===== src/rtl/mem_pkg.sv =====
// -----------------------------------------------------------------------------
// mem_pkg
// Shared types and constants for the memory-stage controller.
//   mem_op_t    : request opcode as carried in the EX/MEM pipeline register
//   mem_state_t : controller FSM state
//   WORD_W      : data memory word width
//   decode_op() : maps the raw 3-bit opcode field onto mem_op_t, folding the
//                 unused encodings 5..7 onto NOP
// -----------------------------------------------------------------------------
package mem_pkg;

    localparam int WORD_W = 16;

    typedef enum logic [2:0] {
        OP_NOP   = 3'd0,
        OP_LOAD  = 3'd1,
        OP_STORE = 3'd2,
        OP_PUSH  = 3'd3,
        OP_POP   = 3'd4
    } mem_op_t;

    typedef enum logic [1:0] {
        S_IDLE  = 2'd0,
        S_ISSUE = 2'd1,
        S_WAIT  = 2'd2
    } mem_state_t;

    function automatic mem_op_t decode_op(input logic [2:0] raw);
        case (raw)
            3'd1:    return OP_LOAD;
            3'd2:    return OP_STORE;
            3'd3:    return OP_PUSH;
            3'd4:    return OP_POP;
            default: return OP_NOP;
        endcase
    endfunction

endpackage


===== src/rtl/sp_unit.sv =====
// -----------------------------------------------------------------------------
// sp_unit
// Stack pointer register for the memory stage. Resets to the top of memory
// (all ones), post-decrements on PUSH and pre-increments on POP.
//
// Optional feature: MEM_STACK_CHECK_EN. When defined, a PUSH at sp=0 or a POP
// at sp=2^N-1 is refused (push_ok/pop_ok stay low, sp holds) and the sticky
// stack_fault flag is raised until reset. When undefined, sp wraps silently.
//
// Ports:
//   clk         in   clock
//   rst         in   synchronous active-low reset
//   push_req    in   PUSH accepted this cycle
//   pop_req     in   POP accepted this cycle
//   sp          out  current stack pointer
//   sp_inc      out  sp+1 (modulo 2^N), the address a POP reads
//   push_ok     out  PUSH allowed to touch memory and sp
//   pop_ok      out  POP allowed to touch memory and sp
//   stack_fault out  sticky overflow/underflow flag (MEM_STACK_CHECK_EN only)
// -----------------------------------------------------------------------------
module sp_unit #(
    parameter int N = 10
) (
    input  logic         clk,
    input  logic         rst,
    input  logic         push_req,
    input  logic         pop_req,
    output logic [N-1:0] sp,
    output logic [N-1:0] sp_inc,
    output logic         push_ok,
    output logic         pop_ok
`ifdef MEM_STACK_CHECK_EN
    ,
    output logic         stack_fault
`endif
);

    // Natural N-bit overflow gives the modulo-2^N wrap.
    assign sp_inc = sp + N'(1);

`ifdef MEM_STACK_CHECK_EN
    assign push_ok = push_req && (sp != '0);
    assign pop_ok  = pop_req  && (sp != '1);
`else
    assign push_ok = push_req;
    assign pop_ok  = pop_req;
`endif

    // NOTE: sequential state uses non-blocking assignments so every register
    // samples pre-edge values, independent of statement order.
    always_ff @(posedge clk) begin
        if (!rst) begin
            sp <= '1;
        end else if (push_ok) begin
            sp <= sp - N'(1);
        end else if (pop_ok) begin
            sp <= sp_inc;
        end
    end

`ifdef MEM_STACK_CHECK_EN
    always_ff @(posedge clk) begin
        if (!rst) begin
            stack_fault <= 1'b0;
        end else if ((push_req && !push_ok) || (pop_req && !pop_ok)) begin
            stack_fault <= 1'b1;
        end
    end
`endif

endmodule


===== src/rtl/mem_stage_ctrl.sv =====
// -----------------------------------------------------------------------------
// mem_stage_ctrl
// Memory-stage controller between the EX/MEM register and the data memory.
// Accepts one LOAD/STORE/PUSH/POP per transaction, drives the memory ports,
// owns the stack pointer (sp_unit) and stalls upstream while a read is in
// flight. Load results reach write-back with a one-cycle wb_valid pulse.
//
// Optional feature: MEM_STACK_CHECK_EN adds the stack_fault port and refuses
// stack overflow/underflow (see sp_unit).
//
// Parameters:
//   N       address width (2^N words of WORD_W bits)
//   RD_LAT  cycles from mem_re to the cycle mem_rdata is sampled, 1..7
//
// Ports:
//   clk, rst              clock, synchronous active-low reset
//   in_valid/in_op/in_addr/in_wdata/in_rd   request from EX/MEM
//   in_ready              request accepted this cycle (decoded from state)
//   mem_re/mem_we         data memory read/write enables (registered)
//   mem_raddr/mem_waddr   data memory addresses (registered)
//   mem_wdata             data memory write data (registered)
//   mem_rdata             data memory read data
//   wb_valid/wb_rd/wb_data  load result to write-back (registered)
//   sp                    current stack pointer
//   stack_fault           sticky stack fault (MEM_STACK_CHECK_EN only)
// -----------------------------------------------------------------------------
module mem_stage_ctrl
    import mem_pkg::*;
#(
    parameter int N      = 10,
    parameter int RD_LAT = 2
) (
    input  logic              clk,
    input  logic              rst,
    input  logic              in_valid,
    input  logic [2:0]        in_op,
    input  logic [N-1:0]      in_addr,
    input  logic [WORD_W-1:0] in_wdata,
    input  logic [2:0]        in_rd,
    output logic              in_ready,
    output logic              mem_re,
    output logic              mem_we,
    output logic [N-1:0]      mem_raddr,
    output logic [N-1:0]      mem_waddr,
    output logic [WORD_W-1:0] mem_wdata,
    input  logic [WORD_W-1:0] mem_rdata,
    output logic              wb_valid,
    output logic [2:0]        wb_rd,
    output logic [WORD_W-1:0] wb_data,
    output logic [N-1:0]      sp
`ifdef MEM_STACK_CHECK_EN
    ,
    output logic              stack_fault
`endif
);

    localparam logic [2:0] LAT_INIT = 3'(RD_LAT - 1);

    mem_state_t   state;
    logic [2:0]   lat_cnt;
    logic [2:0]   pend_rd;
    mem_op_t      op;
    logic         accept;
    logic         push_ok;
    logic         pop_ok;
    logic [N-1:0] sp_inc;

    assign in_ready = (state == S_IDLE);
    assign accept   = in_ready && in_valid;
    assign op       = decode_op(in_op);

    sp_unit #(.N(N)) u_sp (
        .clk         (clk),
        .rst         (rst),
        .push_req    (accept && (op == OP_PUSH)),
        .pop_req     (accept && (op == OP_POP)),
        .sp          (sp),
        .sp_inc      (sp_inc),
        .push_ok     (push_ok),
        .pop_ok      (pop_ok)
`ifdef MEM_STACK_CHECK_EN
        ,
        .stack_fault (stack_fault)
`endif
    );

    always_ff @(posedge clk) begin
        if (!rst) begin
            state     <= S_IDLE;
            lat_cnt   <= '0;
            pend_rd   <= '0;
            mem_re    <= 1'b0;
            mem_we    <= 1'b0;
            mem_raddr <= '0;
            mem_waddr <= '0;
            mem_wdata <= '0;
            wb_valid  <= 1'b0;
            wb_rd     <= '0;
            wb_data   <= '0;
        end else begin
            // Enables and the write-back strobe are single-cycle pulses.
            mem_re   <= 1'b0;
            mem_we   <= 1'b0;
            wb_valid <= 1'b0;

            unique case (state)
                S_IDLE: begin
                    if (accept) begin
                        unique case (op)
                            OP_STORE: begin
                                mem_we    <= 1'b1;
                                mem_waddr <= in_addr;
                                mem_wdata <= in_wdata;
                            end
                            OP_PUSH: begin
                                // Post-decrement: write lands at the current sp.
                                if (push_ok) begin
                                    mem_we    <= 1'b1;
                                    mem_waddr <= sp;
                                    mem_wdata <= in_wdata;
                                end
                            end
                            OP_LOAD: begin
                                mem_re    <= 1'b1;
                                mem_raddr <= in_addr;
                                pend_rd   <= in_rd;
                                state     <= S_ISSUE;
                            end
                            OP_POP: begin
                                // Pre-increment: read from the new sp.
                                if (pop_ok) begin
                                    mem_re    <= 1'b1;
                                    mem_raddr <= sp_inc;
                                    pend_rd   <= in_rd;
                                    state     <= S_ISSUE;
                                end
                            end
                            default: ;
                        endcase
                    end
                end
                S_ISSUE: begin
                    lat_cnt <= LAT_INIT;
                    state   <= S_WAIT;
                end
                S_WAIT: begin
                    if (lat_cnt == 3'd0) begin
                        wb_valid <= 1'b1;
                        wb_rd    <= pend_rd;
                        wb_data  <= mem_rdata;
                        state    <= S_IDLE;
                    end else begin
                        lat_cnt <= lat_cnt - 3'd1;
                    end
                end
                default: state <= S_IDLE;
            endcase
        end
    end

endmodule


===== config.mk =====
export PLATFORM = sky130hd
export DESIGN_NAME = mem_stage_ctrl
export DESIGN_NICKNAME = d
export VERILOG_FILES = /design/src/rtl/mem_pkg.sv /design/src/rtl/sp_unit.sv /design/src/rtl/mem_stage_ctrl.sv
export SDC_FILE = /design/constraint.sdc
export NUM_CORES = 1
export LEC_CHECK = 0
export ABC_CLOCK_PERIOD_IN_PS = 2200
export BUFFER_PORTS_ARGS = -buffer_cell sky130_fd_sc_hd__buf_2
export CORE_MARGIN = 8
export CORE_UTILIZATION = 45
export CTS_CLUSTER_DIAMETER = 150
export DETAILED_ROUTE_END_ITERATION = 8
export MAX_ROUTING_LAYER = met4
export PLACE_DENSITY = 0.8
export SETUP_SLACK_MARGIN = 0.2
export SYNTH_ARGS = -nofsm -noshare
export SYNTH_HDL_FRONTEND = slang
export SYNTH_SLANG_ARGS = --single-unit

===== constraint.sdc =====
create_clock -name clk -period 2.2 [get_ports clk]
set_clock_uncertainty 0.2 [all_clocks]
set_input_delay 0.55 -clock clk [delete_from_list [all_inputs] [get_ports clk]]
set_output_delay 0.55 -clock clk [all_outputs]
set_load 0.01 [all_outputs]

Word-level counts from Yosys, hierarchy flattened. Index checks and enable logic that the tools add are counted.

Eq/ne operators: 17. Multiplexer cells: 22. Add/sub/neg operators: 3. Reductions and logical operators: 16.

Operators by type and width (number): 10-bit one-hot mux with 2 select lines (2); 16-bit one-hot mux with 2 select lines (1); 10-bit two-way mux (3); 16-bit two-way mux (1); 3-bit by 2-bit equality test with 1-bit output (second input constant) (4); 3-bit one-hot mux with 2 select lines (2); 3-bit one-hot mux with 4 select lines (1); 4-bit AND reduction (3); 10-bit by 1-bit adder with 10-bit output (second input constant) (1); 10-bit by 1-bit subtractor with 10-bit output (second input constant) (1); 2-bit inequality test (second input constant) (4); 2-bit nonzero test (4); 3-bit by 1-bit equality test with 1-bit output (second input constant) (2); 3-bit equality test (second input constant) (2); 2-bit two-way mux (3); 3-bit two-way mux (2); 2-bit one-hot mux with 3 select lines (1); 2-bit AND reduction (3); 1-bit one-hot mux with 2 select lines (2); 2-bit one-hot mux with 2 select lines (1); 1-bit logical AND (3); 3-bit logical NOT (1); 1-bit two-way mux (3); 3-bit by 1-bit inequality test with 1-bit output (second input constant) (1); 7 further kinds (7).

Logic and storage cells: 70. Output and inout bits: 69. Input port bits: 51. Register bits after elaboration: 76.

Longest topological paths before layout. Gate-level depths: netlist (run 1).

Depth in word-level cells: 8. Gate-level depth with buffers: 7. Mapped depth without buffers: 6.

Hierarchy. A second synthesis (run 1) with hierarchy kept.

Cell total of the unflattened synthesis: 405. Area, all modules: 3429.5 um^2.

By module, submodules not included: mem_stage_ctrl (times used 1, sequential area each 1321.3 um^2, cells each 316, area an instance 2676.3 um^2); sp_unit (times used 1, sequential area each 200.2 um^2, cells each 89, area an instance 753.2 um^2).

Least setup slack after synthesis (run 1). Ideal clock, no wire load.

Path type: input to register. Start point: in in_op[1]. End point: reg u_sp.sp[1]. Data required time: 1.872 ns. Stages on the path: 7. Arrival time: 1.864 ns. Path buffers: 3. Setup slack: 0.008 ns. Library setup time: 0.128 ns. Path through: clkbuf_1 > or3b_2 > clkbuf_1 > buf_2 > a21oi_2 > mux2i_1 > nand2_1.

Cells in the longest elaborated chain, start to end: 5. Elaborated cells between the ends (all ways): 11. Those cells by class: eq/ne: 6; mux: 2; reduce/logical: 3.

Ends and longest elaborated chain: start, declared (RTL line mem_stage_ctrl.sv:36) `input logic [2:0] in_op,`; 3-bit equality test (tied with other cells) (RTL line mem_pkg.sv:29) `case (raw)`; 3-bit one-hot mux with 4 select lines * (RTL line mem_pkg.sv:29); 3-bit by 2-bit equality test with 1-bit output or 3-bit equality test (tied branches) (RTL line mem_stage_ctrl.sv:75, mem_stage_ctrl.sv:76); 1-bit logical AND (on tied branches) (RTL line mem_stage_ctrl.sv:75, mem_stage_ctrl.sv:76); 10-bit two-way mux or 2-bit nonzero test (tied branches); end signal, assigned (RTL line sp_unit.sv:55) `sp <= sp - N'(1);`; end signal, assigned (RTL line sp_unit.sv:57) `sp <= sp_inc;`; end, declared (RTL line sp_unit.sv:28) `output logic [N-1:0] sp,`.

Every way passes the cells marked *; elsewhere a longest branch is shown, timed or not. A chain may end at the register's enable or synchronous reset.

Worst setup path after layout (run 1).
Start point: reg u_sp.sp[6]. End point: out sp[6].

RTL lines: end, declared (RTL line mem_stage_ctrl.sv:50) `output logic [N-1:0] sp`.

No word-level cell between the ends.

==> reports/results.ini, run 1 <==
[outcome]
status=complete, no violations

[synth]
syn_area_um2=3420
syn_nets=485
synthTopCellsByCount=114 x nand2_1, 76 x dfxtp_1, 45 x a21oi_1, 27 x nor2_1, 25 x clkbuf_1
synth_area_per_cell_um2=7.96
synth_top_flop_cell=dfxtp_1
async_flop_share_pct=0
yosys.cell_count.top_type=nand2_1
synth.distinct_cells=54
synth_top_cell_by_area=dfxtp_1
synth_area_leaders=dfxtp_1 44%, nand2_1 13%, a21oi_1 6.6%
ys.warnings.count=0
netlist.area_leader.share_pct=44.5
ys_seq_area_share_pct=44.5
ys_seq_elements=76
syn_inst=430
synth_edf_count=0

[cells_and_area]
fin_nets=604
nFillCells=689
finish.utilization_pct=60.7
diodes=0
area_growth_pct=29.3
fin_area_um2=4420
drive_gt1_share_pct=33.8
instances_no_fill=653

[clock_tree]
clkSinkCount=76
cts_made_buffers=9
clkTransAtPathRegs_ns=0.08
tritoncts=built
clk_path_buf_depth=2
hold_buffers=0
clk_latency_ns=0.34
post_cts_buffers=0
cts_resized=0
cts_max_level=3
cts-root-buf=clkbuf_8

[power_and_ir_drop]
clkPwrFrac_pct=32.6
p_int_mw=2.02
totalPowerFinal_mw=2.82
ir_worst_vdd_mv=0.302
leakage_nw=1.94
switching_share_pct=28.3
power_density_nw_per_um2=637
p_switching_mw=0.798
power_frac_seq_pct=51.9
pwr-share-comb_pct=15.4

[placed_design]
place_area_um2=4250
portBuffers=119
gp_congestion=0.932
dp_hpwl_um=8080
dpl.cell_count=637
pre_cts_slack_ns=-0.0191

[sta]
period_needed_ns=1.92
worst_pin_slew_ns=0.466
slew_violations=0
maxSlewHeadroom_pct=68.9
rsz0062_at_grt=no
finalCritPeriodShare_pct=87.5
hold_ws_ns=0.241
hold_viol_final=0
timing.fmax_ghz=0.520
setup_tns_ns=0
setup_viol=0
worst_slack_ns=0.276

[global_route]
grtUsageTotal_pct=20.4
grt_pass1_wl_um=16600
gr-total-overflow=0
grt_max_degree=45
grt_pass1_vias=3434
antenna_found_initial=0

[floorplan]
start_util_pct=46.9
fp.dieW_um=103
core_um2=7290
die_y_um=103
fp.dieArea_um2=10600
num_io_pins=120
num_rows=31

[min_path]
hp-class=in -> reg

[worst_setup_path]
worstSetupStartpointType=flip-flop
cp_max_fo=11
crit_path_end_kind=output pin
critPathSlowestCell=dfxtp_1
crit_family=flip-flops
cp_cell_sequence=buf_2
crit_arrival_ns=1.17
worstPathRequired_ns=1.45
cp_num_buf_inv=1
max_stage_delay_ns=0.61
criticalPathCategory=reg -> out

[route]
drc=0
via_per_inst=5.39
vias=3518
ant_nets=0
wirelength_um=10600
routedWlPerCell_um=16.3
dr.pass1.iters=4
dr.first_iter.drc_count=266

[flow_run]
maxCapViolations=0

[flip-flops by register name (all words and copies together), names as in the netlist, 2 cells and up]
| register | count |
|---|---|
| mem_wdata | 16 |
| wb_data | 16 |
| mem_raddr | 10 |
| mem_waddr | 10 |
| u_sp.sp | 10 |
| lat_cnt | 3 |
| pend_rd | 3 |
| wb_rd | 3 |
| state | 2 |
[layout by cell type, fill, tap and decap left out, types with 3 or more instances in the layout]
master,n
a311oi_2,4
clkinv_2,3
nand4b_1,3
nor3_1,9
nand2b_1,3
nand4_1,7
o21a_1,3
o31ai_1,5
dfxtp_1,75
a311oi_1,8
mux2_2,4
clkbuf_8,9
nor2_1,23
nor2_2,5
and3_1,6
o21ai_0,5
xnor2_1,6
nand3_1,9
buf_2,119
ha_1,4
inv_1,8
nor4_2,3
a21oi_1,45
buf_4,23
nand2_1,114
nand3b_1,3
[final cells by class]
type / count / area (um2) / area share, %
Multi-Input combinational cell: 309 / 1770 / 39.9
Inverter: 9 / 33.8 / 0.764
Clock buffer: 10 / 128 / 2.89
Tap cell: 99 / 124 / 2.80
Clock inverter: 6 / 40.0 / 0.905
Sequential cell: 76 / 1520 / 34.4
Timing Repair Buffer: 144 / 808 / 18.3
[final timing paths]
| kind | startpoint | endpoint | slack, ns | cells after the start |
|---|---|---|---|---|
| setup / recovery | u_sp.sp[6] | sp[6] | 0.28 | 1 |
| hold / removal | in_wdata[12] | mem_wdata[12] | 0.24 | 3 |
| setup reg to reg | u_sp.sp[2] | u_sp.sp[6] | 0.28 | 5 |
| hold reg to reg | mem_wdata[13] | mem_wdata[13] | 0.26 | 2 |
[power groups by stage]
| stage | combinational (mW) | sequential (mW) | clock (mW) |
|---|---|---|---|
| floorplan | 0.251 | 1.50 | 0 |
| finish | 0.435 | 1.46 | 0.920 |
| detailed placement | 0.429 | 1.49 | 0 |
| CTS | 0.431 | 1.46 | 0.950 |
| global route | 0.478 | 1.47 | 1.00 |
| global placement | 0.420 | 1.49 | 0 |
[layer usage]
layer / track usage [%] / share of wire, % / vias up
li1: - / - / 1713
met1: 24.1 / 40 / 1618
met2: 33.8 / 49 / 163
met3: 2.95 / 8.9 / 24
met4: 8.90 / 2.5 / 0
met5: - / 0 / -
[logic make-up after synthesis]
| group | synth area share, % |
|---|---|
| flip-flops | 44.5 |
| AND/OR/NAND/NOR | 28.1 |
| buffers and inverters | 5.52 |
| AO/OA/AOI/OAI | 17.0 |
| adder cells (fa/ha/maj) | 1.46 |
| multiplexers | 1.90 |
| XOR/XNOR | 1.54 |
Note: power is estimated with default switching activity, not from simulation.
==> run 2, diff against run 1 <==
CORE_ASPECT_RATIO = 0.8   (was not set)
==> run 2 against run 1 <==
Effect of this change: total power up 5.2%; global-route usage down 0.86 points; hold slack worse by 0.0063 ns; critical path depth up 6; clock power up 13%; die area up 0.17%; first-iteration DRC count down 8.3%; final cell count up 2.5%; non-clock buffer count up 10; critical path type is now reg -> reg; largest cell class unchanged; largest power group unchanged.
==> reports/results.ini, run 2 (synthesized netlist as in run 1, its figures left out) <==
[outcome]
status=complete, no violations

[power_and_ir_drop]
leakage_nw=2.03
clkPwrFrac_pct=35.3
totalPowerFinal_mw=2.96
power_frac_seq_pct=49.3
ir_worst_vdd_mv=0.339
p_int_mw=2.16
p_switching_mw=0.805
switching_share_pct=27.2
power_density_nw_per_um2=642
pwr-share-comb_pct=15.4

[clock_tree]
clk_latency_ns=0.35
cts_max_level=3
clk_path_buf_depth=2
clkTransAtPathRegs_ns=0.08
hold_buffers=0
tritoncts=built
cts-root-buf=clkbuf_8
clkSinkCount=76
cts_made_buffers=9

[sta]
rsz0062_at_grt=no
worst_pin_slew_ns=0.452
period_needed_ns=1.98
hold_ws_ns=0.234
maxSlewHeadroom_pct=69.8
hold_viol_final=0
timing.fmax_ghz=0.506
finalCritPeriodShare_pct=89.8
setup_viol=0
slew_violations=0

[global_route]
grt_max_degree=61
gr-total-overflow=0
grt_pass1_vias=3371
grtUsageTotal_pct=19.5
antenna_found_initial=0
grt_pass1_wl_um=16200

[floorplan]
fp.dieArea_um2=10700
start_util_pct=46.3
core_um2=7390
fp.dieW_um=113
num_io_pins=120
num_rows=28
die_y_um=94.0

[route]
via_per_inst=5.29
routedWlPerCell_um=15.4
dr.pass1.iters=5
drc=0
vias=3539
ant_nets=0
dr.first_iter.drc_count=244
wirelength_um=10300

[placed_design]
gp_congestion=0.928
dp_hpwl_um=7710
portBuffers=119
place_area_um2=4340

[worst_setup_path]
cp-startpoint=state[1]
max_stage_delay_ns=0.41
crit_top_cell=buf_6
critPathSlowestCell=or3b_4
worstSetupStartpointType=flip-flop
crit_arrival_ns=2.02
cp_cell_sequence=or3b_4 > buf_6 > nor3b_4 > buf_6 > buf_12 > nor2_1 > a311oi_1
worstPathRequired_ns=2.25
reg2reg_from=state[1]
cp_max_fo=5
crit_path_end_kind=flip-flop
criticalPathCategory=reg -> reg

[cells_and_area]
area_growth_pct=34.9
fin_nets=614
final_cell_mix=119 x buf_2, 114 x nand2_1, 75 x dfxtp_1, 45 x a21oi_1, 26 x buf_4
nFillCells=662
fin_area_um2=4610
finish.utilization_pct=62.4
drive_gt1_share_pct=35.1
final_common_cell=buf_2
diodes=0
largestRegisters=mem_wdata: 16 flops, wb_data: 16 flops

[flow_run]
maxCapViolations=0

[min_path]
hp-class=in -> reg
min_from=mem_rdata[7]

==> run 2: changes by cell type in the layout (fill, tap and decap cells not counted), sizes merged <==
| cell | before | now |
|---|---|---|
| buf | 144 | 152 |
| clkbuf | 10 | 12 |
| clkinvlp | 1 | 0 |
| bufinv | 0 | 1 |
==> run 2: metrics by stage <==
step / cells / setup slack, ns / setup TNS, ns
6_report: 669 / 0.224 / 0
2_1_floorplan: 430 / 0.180 / 0
3_3_place_gp: 650 / 0.0380 / 0
3_5_place_dp: 650 / -0.0301 / -0.0812
4_1_cts: 666 / 0.247 / 0
5_1_grt: 669 / 0.136 / 0
==> run 2: per-layer routing <==
layer | vias up | share of wire, % | track usage (%)
met2 | 135 | 47 | 31.1
met4 | 0 | 0.74 | 5.75
met3 | 4 | 7.5 | 5.59
li1 | 1743 | - | -
met1 | 1657 | 45 | 23.6
met5 | - | 0 | -
==> run 2: power groups by stage <==
| stage | clock, mW | combinational, mW | sequential [mW] |
|---|---|---|---|
| 5_1_grt | 1.15 | 0.504 | 1.47 |
| 6_report | 1.04 | 0.457 | 1.46 |
| 4_1_cts | 1.08 | 0.441 | 1.46 |
| 3_5_place_dp | 0 | 0.439 | 1.49 |
| 2_1_floorplan | 0 | 0.251 | 1.50 |
| 3_3_place_gp | 0 | 0.431 | 1.49 |
==> run 2: critical path: cells and delay by family (launching register included) <==
kind,cells,cell delay [ns]
and+or+nand+nor,3,0.65
buffers and inverters,3,0.43
DFF,1,0.35
AOI/OAI and AO/OA,1,0.25
==> run 2: what timing repair did <==
action,CTS,global route
buffers inserted,0,1
endpoints found under the setup margin,0,29
gates resized for setup,0,6
==> run 2: final timing paths <==
kind,end,slack [ns],depth (start not counted)
min,wb_data[7],0.23,3
max reg2reg,mem_waddr[2],0.22,7
min reg2reg,mem_wdata[4],0.25,2
max,mem_waddr[2],0.22,7
==> run 2: area by class of cell <==
type / instances / area [um2] / area share (%)
well taps: 105 / 131 / 2.85
clock buffers: 10 / 128 / 2.77
flip-flops and latches: 76 / 1520 / 33.0
clock inverters: 6 / 62.6 / 1.36
multi-input cells: 309 / 1770 / 38.4
inverters: 9 / 33.8 / 0.732
repair buffers: 154 / 963 / 20.9
==> run 3, diff against run 2 <==
CELL_PAD_IN_SITES_DETAIL_PLACEMENT = 0   (was not set)
CELL_PAD_IN_SITES_GLOBAL_PLACEMENT = 1   (was not set)
CORE_UTILIZATION = 32   (was 45)
==> run 3 against run 2 <==
Effect of this change: combinational power increased by 5.0%; final cell count increased by 6.1%; total power increased by 17%; register-to-register slack got worse by 0.02 ns.
==> reports/results.ini, run 3 (synthesized netlist as in run 1, its figures left out) <==
[route]
wl_met2_um=4910
via_per_inst=4.97
wl_met1_um=5700
dr.first_iter.drc_count=217
wirelength_um=11500
topRoutingLayerUsed=met4
vias=3530
ant_nets=0
drc=0
dr.pass1.iters=5
routedWlPerCell_um=16.2
met3_wirelength_um=754

[power_and_ir_drop]
switching_share_pct=24.8
p_switching_mw=0.862
pwr-share-comb_pct=13.8
clkPwrFrac_pct=44.1
power_frac_seq_pct=42.1
totalPowerFinal_mw=3.47
power_density_nw_per_um2=717
ir_worst_vdd_mv=0.451
leakage_nw=2.12
p_int_mw=2.61

[global_route]
grt_max_degree=61
grtUsageTotal_pct=16.4
gr-total-overflow=0
antenna_found_initial=0
grt_pass1_wl_um=18300
grt_pass1_vias=3580

[clock_tree]
clkSinkCount=76
clk_path_buf_depth=2
hold_buffers=0
tritoncts=built
cts_max_level=3
cts_made_buffers=9
clkTransAtPathRegs_ns=0.06
clk_latency_ns=0.33
cts-root-buf=clkbuf_16

[worst_setup_path]
cp_max_fo=6
worstSetupStartpointType=flip-flop
reg2reg_from=state[1]
crit_path_end_kind=flip-flop
rrSetupSlack_ns=0.21
criticalPathCategory=reg -> reg
reg2regPathDepth=8
crit_arrival_ns=2.03
worstPathRequired_ns=2.23
regToRegEndpoint=mem_waddr[5]

[min_path]
hold_path_depth=2
min_from=wb_data[3]
hold_path_end=wb_data[3]
hp-class=reg -> reg

[floorplan]
fp.dieW_um=132
start_util_pct=33.1
die_y_um=108
core_um2=10300
fp.dieArea_um2=14300
num_io_pins=120
num_rows=33

[cells_and_area]
finish.utilization_pct=46.9
area_growth_pct=41.7
final_common_cell=buf_2
nFillCells=1067
largestRegisters=mem_wdata: 16 flops, wb_data: 16 flops
diodes=0
fin_area_um2=4850
instances_no_fill=710
final_cell_mix=119 x buf_2, 114 x nand2_1, 75 x dfxtp_1, 44 x a21oi_1, 32 x buf_4
fin_nets=621
drive_gt1_share_pct=35.8

[sta]
worst_pin_slew_ns=0.436
timing.fmax_ghz=0.502
worst_slack_ns=0.208
hold_ws_ns=0.251
finalCritPeriodShare_pct=90.5
hold_viol_final=0
setup_viol=0
rsz0062_at_grt=yes
setup_tns_ns=0
period_needed_ns=1.99
slew_violations=0
maxSlewHeadroom_pct=70.9

[placed_design]
portBuffers=119
dpl.cell_count=685
place_area_um2=4350
gp_congestion=0.857
pre_cts_slack_ns=-0.105
dp_hpwl_um=8270

[flow_run]
maxCapViolations=0

[outcome]
status=complete, no violations

run 3: how the worst max path moves through the flow:
stage | start | endpoint | slack [ns] | cells after the start
final | state[1] | mem_waddr[5] | 0.21 | 8
after global routing | state[1] | mem_waddr[6] | 0.15 | 8
after global placement | in_valid | mem_waddr[4] | -0.03 | 7
after CTS | state[1] | mem_waddr[9] | 0.23 | 6
after detailed placement | in_valid | mem_waddr[9] | -0.11 | 7
after floorplan | in_valid | mem_raddr[0] | 0.18 | 5
run 3: routing by layer:
metal	vias up	GRT usage, %
met1	1641	21.5
met5	-	-
met4	0	5.56
met3	8	4.26
met2	129	24.0
li1	1752	-
run 3: power by group through the flow:
stage,clock network [mW],registers (mW),logic [mW]
floorplan,0,1.50,0.251
global placement,0,1.49,0.437
detailed placement,0,1.49,0.446
CTS,1.58,1.46,0.457
global route,1.64,1.47,0.531
finish,1.53,1.46,0.480
run 3: final cells by class:
type	count	area (um2)	share of cell area [%]
multi-input combinational	309	1760	36.4
clock inverter	3	45.0	0.930
timing repair buffer	161	1040	21.4
sequential	76	1530	31.5
tap	140	175	3.61
clock buffer	12	267	5.50
inverter	9	33.8	0.697
run 3: worst max-delay path, cell delays in order, from the launching register on:
cell and delay (ns):
dfxtp_4 0.36, or3b_4 0.42, buf_6 0.14, nor3b_4 0.17, buf_6 0.15, buf_12 0.13
buf_4 0.11, nor2_2 0.03, a311oi_2 0.19
run 3: repair_timing:
| action | in CTS | in global routing |
|---|---|---|
| cloned | 1 | 3 |
| pin swaps | 1 | 6 |
| resized for setup | 2 | 7 |
| setup buffers | 1 | 5 |
| endpoints found under the setup margin | 4 | 18 |
